===== src/rtl/uart_tx_controller_if.sv =====
// Host-side bus of the UART transmit controller: write strobe and byte,
// decoder bits 9/10 coming back, and the ready/done handshake.
interface uart_tx_controller_if;
  logic       write;
  logic [7:0] out_port;
  logic       b10;
  logic       b9;
  logic [7:0] load_data;
  logic       tx_rdy;
  logic       tx_done;

  modport master (
    output write, out_port, b10, b9,
    input  load_data, tx_rdy, tx_done
  );

  modport slave (
    input  write, out_port, b10, b9,
    output load_data, tx_rdy, tx_done
  );
endinterface


===== src/rtl/uart_tx_controller.sv =====
// UART transmit sequencer: captures a host byte, builds an 11-bit frame with
// decoder-supplied bits 9/10, and shifts it out LSB-first at baud_k clocks per bit.
module uart_tx_controller #(
  parameter int unsigned BAUD_W = 19
) (
  input  logic              clk,
  input  logic              reset,
  input  logic [BAUD_W-1:0] baud_k,
  output logic              tx,
  uart_tx_controller_if.slave bus
);

  localparam int unsigned FRAME_W = 11;
  localparam int unsigned BITCNT_W = 4;

  typedef enum logic [1:0] {
    IDLE  = 2'd0,
    LATCH = 2'd1,
    SHIFT = 2'd2
  } state_t;

  state_t              state;
  logic [FRAME_W-1:0]  shift_reg;
  logic [BITCNT_W-1:0] bit_cnt;
  logic [BAUD_W-1:0]   baud_cnt;
  logic [BAUD_W-1:0]   reload;
  logic [BAUD_W-1:0]   reload_c;

  // A divisor of 0 behaves like 1: reload value is max(baud_k,1)-1.
  assign reload_c = (baud_k == '0) ? '0 : baud_k - BAUD_W'(1);

  // tx is the shift register's LSB; the register idles at all ones.
  assign tx = shift_reg[0];

  always_ff @(posedge clk) begin
    if (reset) begin
      state         <= IDLE;
      shift_reg     <= 11'h7FF;
      bit_cnt       <= '0;
      baud_cnt      <= '0;
      reload        <= '0;
      bus.load_data <= 8'h00;
      bus.tx_rdy    <= 1'b1;
      bus.tx_done   <= 1'b0;
    end else begin
      bus.tx_done <= 1'b0;
      case (state)
        IDLE: begin
          if (bus.write) begin
            bus.load_data <= bus.out_port;
            bus.tx_rdy    <= 1'b0;
            state         <= LATCH;
          end
        end
        LATCH: begin
          shift_reg <= {bus.b10, bus.b9, bus.load_data[6:0], 1'b0, 1'b1};
          baud_cnt  <= reload_c;
          reload    <= reload_c;
          bit_cnt   <= '0;
          state     <= SHIFT;
        end
        SHIFT: begin
          if (baud_cnt == '0) begin
            shift_reg <= {1'b1, shift_reg[FRAME_W-1:1]};
            baud_cnt  <= reload;
            // Eleventh period boundary: the b10 bit has been on tx for a full period.
            if (bit_cnt == BITCNT_W'(10)) begin
              bit_cnt     <= '0;
              bus.tx_rdy  <= 1'b1;
              bus.tx_done <= 1'b1;
              state       <= IDLE;
            end else begin
              bit_cnt <= bit_cnt + BITCNT_W'(1);
            end
          end else begin
            baud_cnt <= baud_cnt - BAUD_W'(1);
          end
        end
        default: state <= IDLE;
      endcase
    end
  end

endmodule


===== src/flat_wrapper.sv =====
// flat-port wrapper written by rule: the top's interface ports become plain ports
module uart_tx_controller_flat 
#(
  parameter int unsigned BAUD_W = 19
)
  (clk, reset, baud_k, tx, bus_write, bus_out_port, bus_b10, bus_b9, bus_load_data, bus_tx_rdy, bus_tx_done);
  uart_tx_controller_if bus_i ();
  input  logic clk;
  input  logic reset;
  input  logic [BAUD_W-1:0] baud_k;
  output logic tx;
  input wire logic [$bits(bus_i.write)-1:0] bus_write;
  input wire logic [$bits(bus_i.out_port)-1:0] bus_out_port;
  input wire logic [$bits(bus_i.b10)-1:0] bus_b10;
  input wire logic [$bits(bus_i.b9)-1:0] bus_b9;
  output wire logic [$bits(bus_i.load_data)-1:0] bus_load_data;
  output wire logic [$bits(bus_i.tx_rdy)-1:0] bus_tx_rdy;
  output wire logic [$bits(bus_i.tx_done)-1:0] bus_tx_done;
  assign bus_i.write = bus_write;
  assign bus_i.out_port = bus_out_port;
  assign bus_i.b10 = bus_b10;
  assign bus_i.b9 = bus_b9;
  assign bus_load_data = bus_i.load_data;
  assign bus_tx_rdy = bus_i.tx_rdy;
  assign bus_tx_done = bus_i.tx_done;
  uart_tx_controller #(.BAUD_W(BAUD_W)) u_core (.clk(clk), .reset(reset), .baud_k(baud_k), .tx(tx), .bus(bus_i));
endmodule

===== config.mk =====
export PLATFORM = sky130hd
export DESIGN_NAME = uart_tx_controller_flat
export DESIGN_NICKNAME = d
export VERILOG_FILES = /design/src/rtl/uart_tx_controller_if.sv /design/src/rtl/uart_tx_controller.sv /design/src/flat_wrapper.sv
export SDC_FILE = /design/constraint.sdc
export NUM_CORES = 1
export LEC_CHECK = 0
export BUFFER_PORTS_ARGS = -buffer_cell sky130_fd_sc_hd__clkbuf_2
export CORE_MARGIN = 4
export CORE_UTILIZATION = 45
export CTS_CLUSTER_DIAMETER = 200
export DETAILED_ROUTE_END_ITERATION = 7
export HOLD_SLACK_MARGIN = 0.06
export PLACE_DENSITY_LB_ADDON = 0.08
export SETUP_SLACK_MARGIN = 0.5
export SYNTH_ARGS = -nofsm -noshare
export SYNTH_HDL_FRONTEND = slang
export SYNTH_SLANG_ARGS = --single-unit

===== constraint.sdc =====
create_clock -name clk -period 2.4 [get_ports clk]
set_input_delay 0.24 -clock clk [delete_from_list [all_inputs] [get_ports clk]]
set_output_delay 0.24 -clock clk [all_outputs]
set_load 0.01 [all_outputs]

### Word level (Yosys, flattened, before mapping)

Cells that the tools add are included.

* add/subtract/negate cells: 3
* eq/ne operators: 6
* multiplexer cells: 17
* bitwise logic cells: 2
* reduce and logical (&&, ||, !) cells: 10

Operators by type and width (number)
* 19-bit zero test: 2
* 19-bit 2-to-1 mux: 2
* 19-bit case mux with 2 select lines: 1
* 19-bit by 1-bit subtractor with 19-bit output (second input constant): 2
* 11-bit case mux with 2 select lines: 1
* 11-bit 2-to-1 mux: 1
* 4-bit 2-to-1 mux: 2
* 4-bit case mux with 2 select lines: 1
* 2-bit 2-to-1 mux: 3
* 2-bit case mux with 3 select lines: 1
* 4-bit by 1-bit adder with 4-bit output (second input constant): 1
* 4-bit == test (second input constant): 1
* 1-bit 2-to-1 mux: 4
* 2-bit by 1-bit inequality test with 1-bit output (second input constant): 2
* 2-bit AND reduction: 2
* 4-bit AND reduction: 1
* 2-bit nonzero test: 2
* 3-bit AND reduction: 1
* 3-bit OR reduction: 1
* 2-bit by 1-bit == test with 1-bit output (second input constant): 1
* 2-bit == test (second input constant): 1
* 2-bit zero test: 1
* 2-bit inequality test (second input constant): 1
* 1-bit NOT: 2
* 1-bit case mux with 2 select lines: 1

* register bits: 65
* bits of input ports: 32

### Depth between registers and ports, before layout

* depth in word-level cells: 4
* gate-level depth with buffers: 8

### Least setup slack after synthesis

OpenSTA, ideal clock, no wires.

* path type: register -> register
* start: register u_core.baud_cnt[8]
* end: register u_core.shift_reg[1]
* setup time: 0.122 ns
* arrival time: 1.906 ns
* setup slack: 0.372 ns
* cell stages (with the launch flop): 7
* clock period less this slack: 2.028 ns
* cells stage by stage: dfxtp_1 -> buf_2 -> nor4_2 -> nand4_2 -> nor2_2 -> mux2_2 -> a221o_1

* cells in the longest elaborated chain, start to end: 3

RTL lines
* start, declared: line uart_tx_controller.sv:25 `logic [BAUD_W-1:0] baud_cnt;`
* start signal, assigned: line uart_tx_controller.sv:57 `baud_cnt <= reload_c;`
* start signal, assigned: line uart_tx_controller.sv:65 `baud_cnt <= reload;`
* start signal, assigned: line uart_tx_controller.sv:76 `baud_cnt <= baud_cnt - BAUD_W'(1);`
* 19-bit zero test: line uart_tx_controller.sv:63 `if (baud_cnt == '0) begin`
* 2-bit by 1-bit inequality test with 1-bit output (no source line)
* 2-bit AND reduction (no source line)
* end signal, assigned: line uart_tx_controller.sv:56 `shift_reg <= {bus.b10, bus.b9, bus.load_data[6:0], 1'b0, 1'b1};`
* end signal, assigned: line uart_tx_controller.sv:64 `shift_reg <= {1'b1, shift_reg[FRAME_W-1:1]};`
* end, declared: line uart_tx_controller.sv:23 `logic [FRAME_W-1:0] shift_reg;`

No other way between the ends.
A chain may end at the register's enable or synchronous reset.

### Worst setup path in the final report

* start: register u_core.baud_cnt[4]
* end: register u_core.baud_cnt[17]

* cells in the longest elaborated chain, start to end: 3
* elaborated cells between the ends (all ways): 4
* those cells by class: 1 x add/sub; 2 x mux; 1 x reduce/logical

RTL lines
* 19-bit by 1-bit subtractor with 19-bit output / 19-bit zero test (equally long branches): line uart_tx_controller.sv:76, uart_tx_controller.sv:63
* 19-bit 2-to-1 mux *: line uart_tx_controller.sv:63
* 19-bit case mux with 2 select lines *: line uart_tx_controller.sv:47 `case (state)`

Every way passes the cells marked *; elsewhere a longest branch is shown, timed or not.

==> flow_summary_export.csv <==
group,metric,value,unit
synth,synth.avg_cell_area,8.30,um2
synth,mappedNetlistNets,505,
synth,synth_area,3860,um2
clock_tree,hold_buffers,0,
setup_path,worstSetupStartpoint,"u_core.baud_cnt[4]$_SDFFE_PP0P_",
detailed_routing,first_pass_iters,5,
floorplanning,pin_count,43,
finish,antenna_cells,0,
clock_tree,cts_tree,"done",
setup_path,cp_slowest_cell,"or4_4",
setup_path,crit_arrival,2.22,ns
power,p_int,2370,uW
status,status,"completed",
synth,synth_top_cells_by_count,"dfxtp_1 (65), nand2_1 (39), a21oi_1 (33)",
timing,hold_violations,0,
synth,synth_cells,465,
worst_hold_path,whs_path_depth,3,
setup_path,slowest_delay,0.57,ns
finish,fin_nets,561,
detailed_routing,wire_per_inst,17.3,um
setup_path,reg2reg_from,"u_core.baud_cnt[4]$_SDFFE_PP0P_",
finish,drive_gt1_share,29.8,%
timing,min_period_over_period,82.4,%
detailed_routing,drc_errors,0,
detailed_routing,drt-initial-drc-count,229,
power,power_leakage,0.00185,uW
global_route,antenna_found_initial,0,
finish,nFillCells,779,
timing,fmax,506,MHz
timing,maxSlewViolCount,0,
global_route,grt_pass1_vias,3411,
timing,slew_headroom,60.1,%
job,drv_cap,0,
power,seqPwrFrac,35.7,%
synth,synth-edff-count,0,
global_route,grt_start_max_net_pins,52,
setup_path,path_max_fanout,3,
clock_tree,root_buffer,"clkbuf_8",
power,p_switching,1440,uW
finish,area_growth,24.5,%
timing,hold_ws,0.110,ns
placement,dp_hpwl,7480,um
setup_path,endpoint,"u_core.baud_cnt[17]$_SDFFE_PP0P_",
detailed_routing,routed_via_density,5.74,
detailed_routing,via_count,3621,
setup_path,crit_required,2.64,ns
synth,yosysTopAreaCell,"dfxtp_1",
finish,final_util,57.9,%
power,power_density,793,nW/um2
detailed_routing,antenna_left,0,
timing,report.final.setup_viol,0,
setup_path,critPathKind,"reg2reg",
setup_path,reg2reg_to,"u_core.baud_cnt[17]$_SDFFE_PP0P_",
synth,ys_types,59,
timing,fin_crit,1.98,ns
setup_path,crit_top_cell,"buf_4",
global_route,grt.overflow.total,0,
global_route,grt_pass1_wl,17900,um
setup_path,worst-r2r-setup-slack,0.42,ns
placement,place.gp.congestion,0.822,
setup_path,crit_chain,"or4_4, nor4_4, buf_4, buf_4, a31oi_1, nor3_1, o2bb2ai_1",
clock_tree,clk_pin_slew,0.08,ns
timing,setup-tns-final,0,ns
power,switching_share,37.7,%
power,comb_power_share,38.8,%
synth,ys_top_cells_by_area,"dfxtp_1 (34%), a21oi_1 (4.3%), nand2_1 (3.8%)",
synth,yosys.area.top_type_share,33.7,%
power,clkPwrFrac,25.5,%
floorplanning,initial_utilization,46.5,%
synth,async_flop_share,0,%
setup_path,worst-r2r-cell-count,7,
floorplanning,die_area,10100,um2
power,ir_worst_vdd,0.325,mV
timing,worst_pin_slew,0.599,ns
floorplanning,die_y,101,um
power,power,3810,uW
clock_tree,clkSinkCount,65,
global_route,grt_use_total,22.3,%
clock_tree,clk_latency,0.35,ns
floorplanning,rows,33,
timing,finalClockSkew,0.0136,ns
clock_tree,ctsLongestPathBuffers,2,
floorplanning,fp.dieW,101,um
synth,ys_ff_latch,65,
clock_tree,htreeDepth,3,
detailed_routing,drt-total-wl,10900,um
setup_path,startpoint_type,"flip-flop",
synth,synth.most_common_cell,"dfxtp_1",
floorplanning,core_area,8300,um2
worst_hold_path,min_path_type,"in2reg",
placement,port_buffers,42,
synth,dominantRegCellSynth,"dfxtp_1",
synth,yosysWarnings,0,
synth,synth_seq_area_share,33.7,%
setup_path,end_kind,"flip-flop",
clock_tree,numCtsBuffers,9,
timing,rsz0062_at_grt,"yes",
==> worst min path at each step <==
stage | from | end | slack, ns
2_1_floorplan | bus_out_port[7] | u_core.bus.load_data[7]$_SDFFE_PP0P_ | 0.39
3_3_place_gp | u_core.bus.load_data[7]$_SDFFE_PP0P_ | u_core.bus.load_data[7]$_SDFFE_PP0P_ | 0.45
3_5_place_dp | u_core.bus.load_data[7]$_SDFFE_PP0P_ | u_core.bus.load_data[7]$_SDFFE_PP0P_ | 0.45
4_1_cts | bus_out_port[0] | u_core.bus.load_data[0]$_SDFFE_PP0P_ | 0.10
5_1_grt | bus_out_port[0] | u_core.bus.load_data[0]$_SDFFE_PP0P_ | 0.11
6_report | bus_out_port[5] | u_core.bus.load_data[5]$_SDFFE_PP0P_ | 0.11
==> logic make-up (layout without fill, tap and decap cells) <==
logic type                 count (synthesis)  count (layout)  synth area share [%]
xor gates and xnor gates                  23              23                  5.42
AOI/OAI and AO/OA                        111             111                  19.5
buffers and inverters                     48             109                  5.32
adders and majority gates                  8               8                  2.59
muxes                                     20              20                  5.48
DFF                                       65              65                  33.7
and+or+nand+nor                          190             190                  28.0
==> layout make-up <==
cell class                 instances  area [um2]  share of cell area [%]
clock inverter                     7        76.3                    1.59
tap                              105         131                    2.73
sequential                        65        1330                    27.6
inverter                          16        60.1                    1.25
multi-input combinational        352        2580                    53.8
timing repair buffer              77         500                    10.4
clock buffer                       9         124                    2.58
==> repair_timing <==
item	4_1_cts	5_1_grt
resized for setup	32	32
pin swaps	15	20
setup endpoints to repair	33	37
setup buffers	10	5
gates cloned	0	0
==> power by group through the flow <==
stage               clock (uW)  sequential, uW  combinational [uW]
floorplan                    0            1320                 886
global placement             0            1360                1150
detailed placement           0            1360                1160
CTS                        989            1340                1330
global route              1030            1370                1610
finish                     971            1360                1480
==> per-layer routing <==
metal | track usage, % | routed length, um
met5 | 0 | 0
met4 | 5.70 | 134
met3 | 4.71 | 571
met2 | 31.5 | 4720
met1 | 33.9 | 5510
==> layout by cell type (no fill, tap or decap), types with 3 or more instances in the layout <==
cell type	count
a21oi_1	32
a311oi_1	12
a31o_2	3
a31oi_1	8
buf_4	30
buf_6	4
clkbuf_2	42
clkbuf_8	9
dfxtp_1	54
dfxtp_2	6
dfxtp_4	5
ha_1	8
inv_1	16
mux2_2	8
mux2i_1	11
nand2_1	38
nand2b_1	18
nand3_1	26
nand3b_1	3
nand4_1	5
nand4b_1	4
nor2_1	30
nor2b_1	7
nor3_1	11
nor3_2	4
nor4_1	8
nor4_4	5
o211ai_1	14
o21ai_0	8
o21ai_2	3
o31a_1	4
o31ai_1	4
or3_1	6
or4_4	3
xnor2_1	11
xor2_1	11
==> stage by stage <==
step	setup WS (ns)	area (um2)	instances
2_1_floorplan	0.467	3890	465
3_3_place_gp	0.241	4230	600
3_5_place_dp	0.214	4230	600
4_1_cts	0.399	4630	626
5_1_grt	0.351	4800	631
6_report	0.422	4800	631
==> critical path: cells and delay by family (launching register included) <==
family | cells | cell delay [ns]
compound gates | 2 | 0.15
buf+inv | 2 | 0.29
flops | 1 | 0.37
simple gates | 3 | 1.06
No activity file was read; power rests on OpenSTA's default activity.
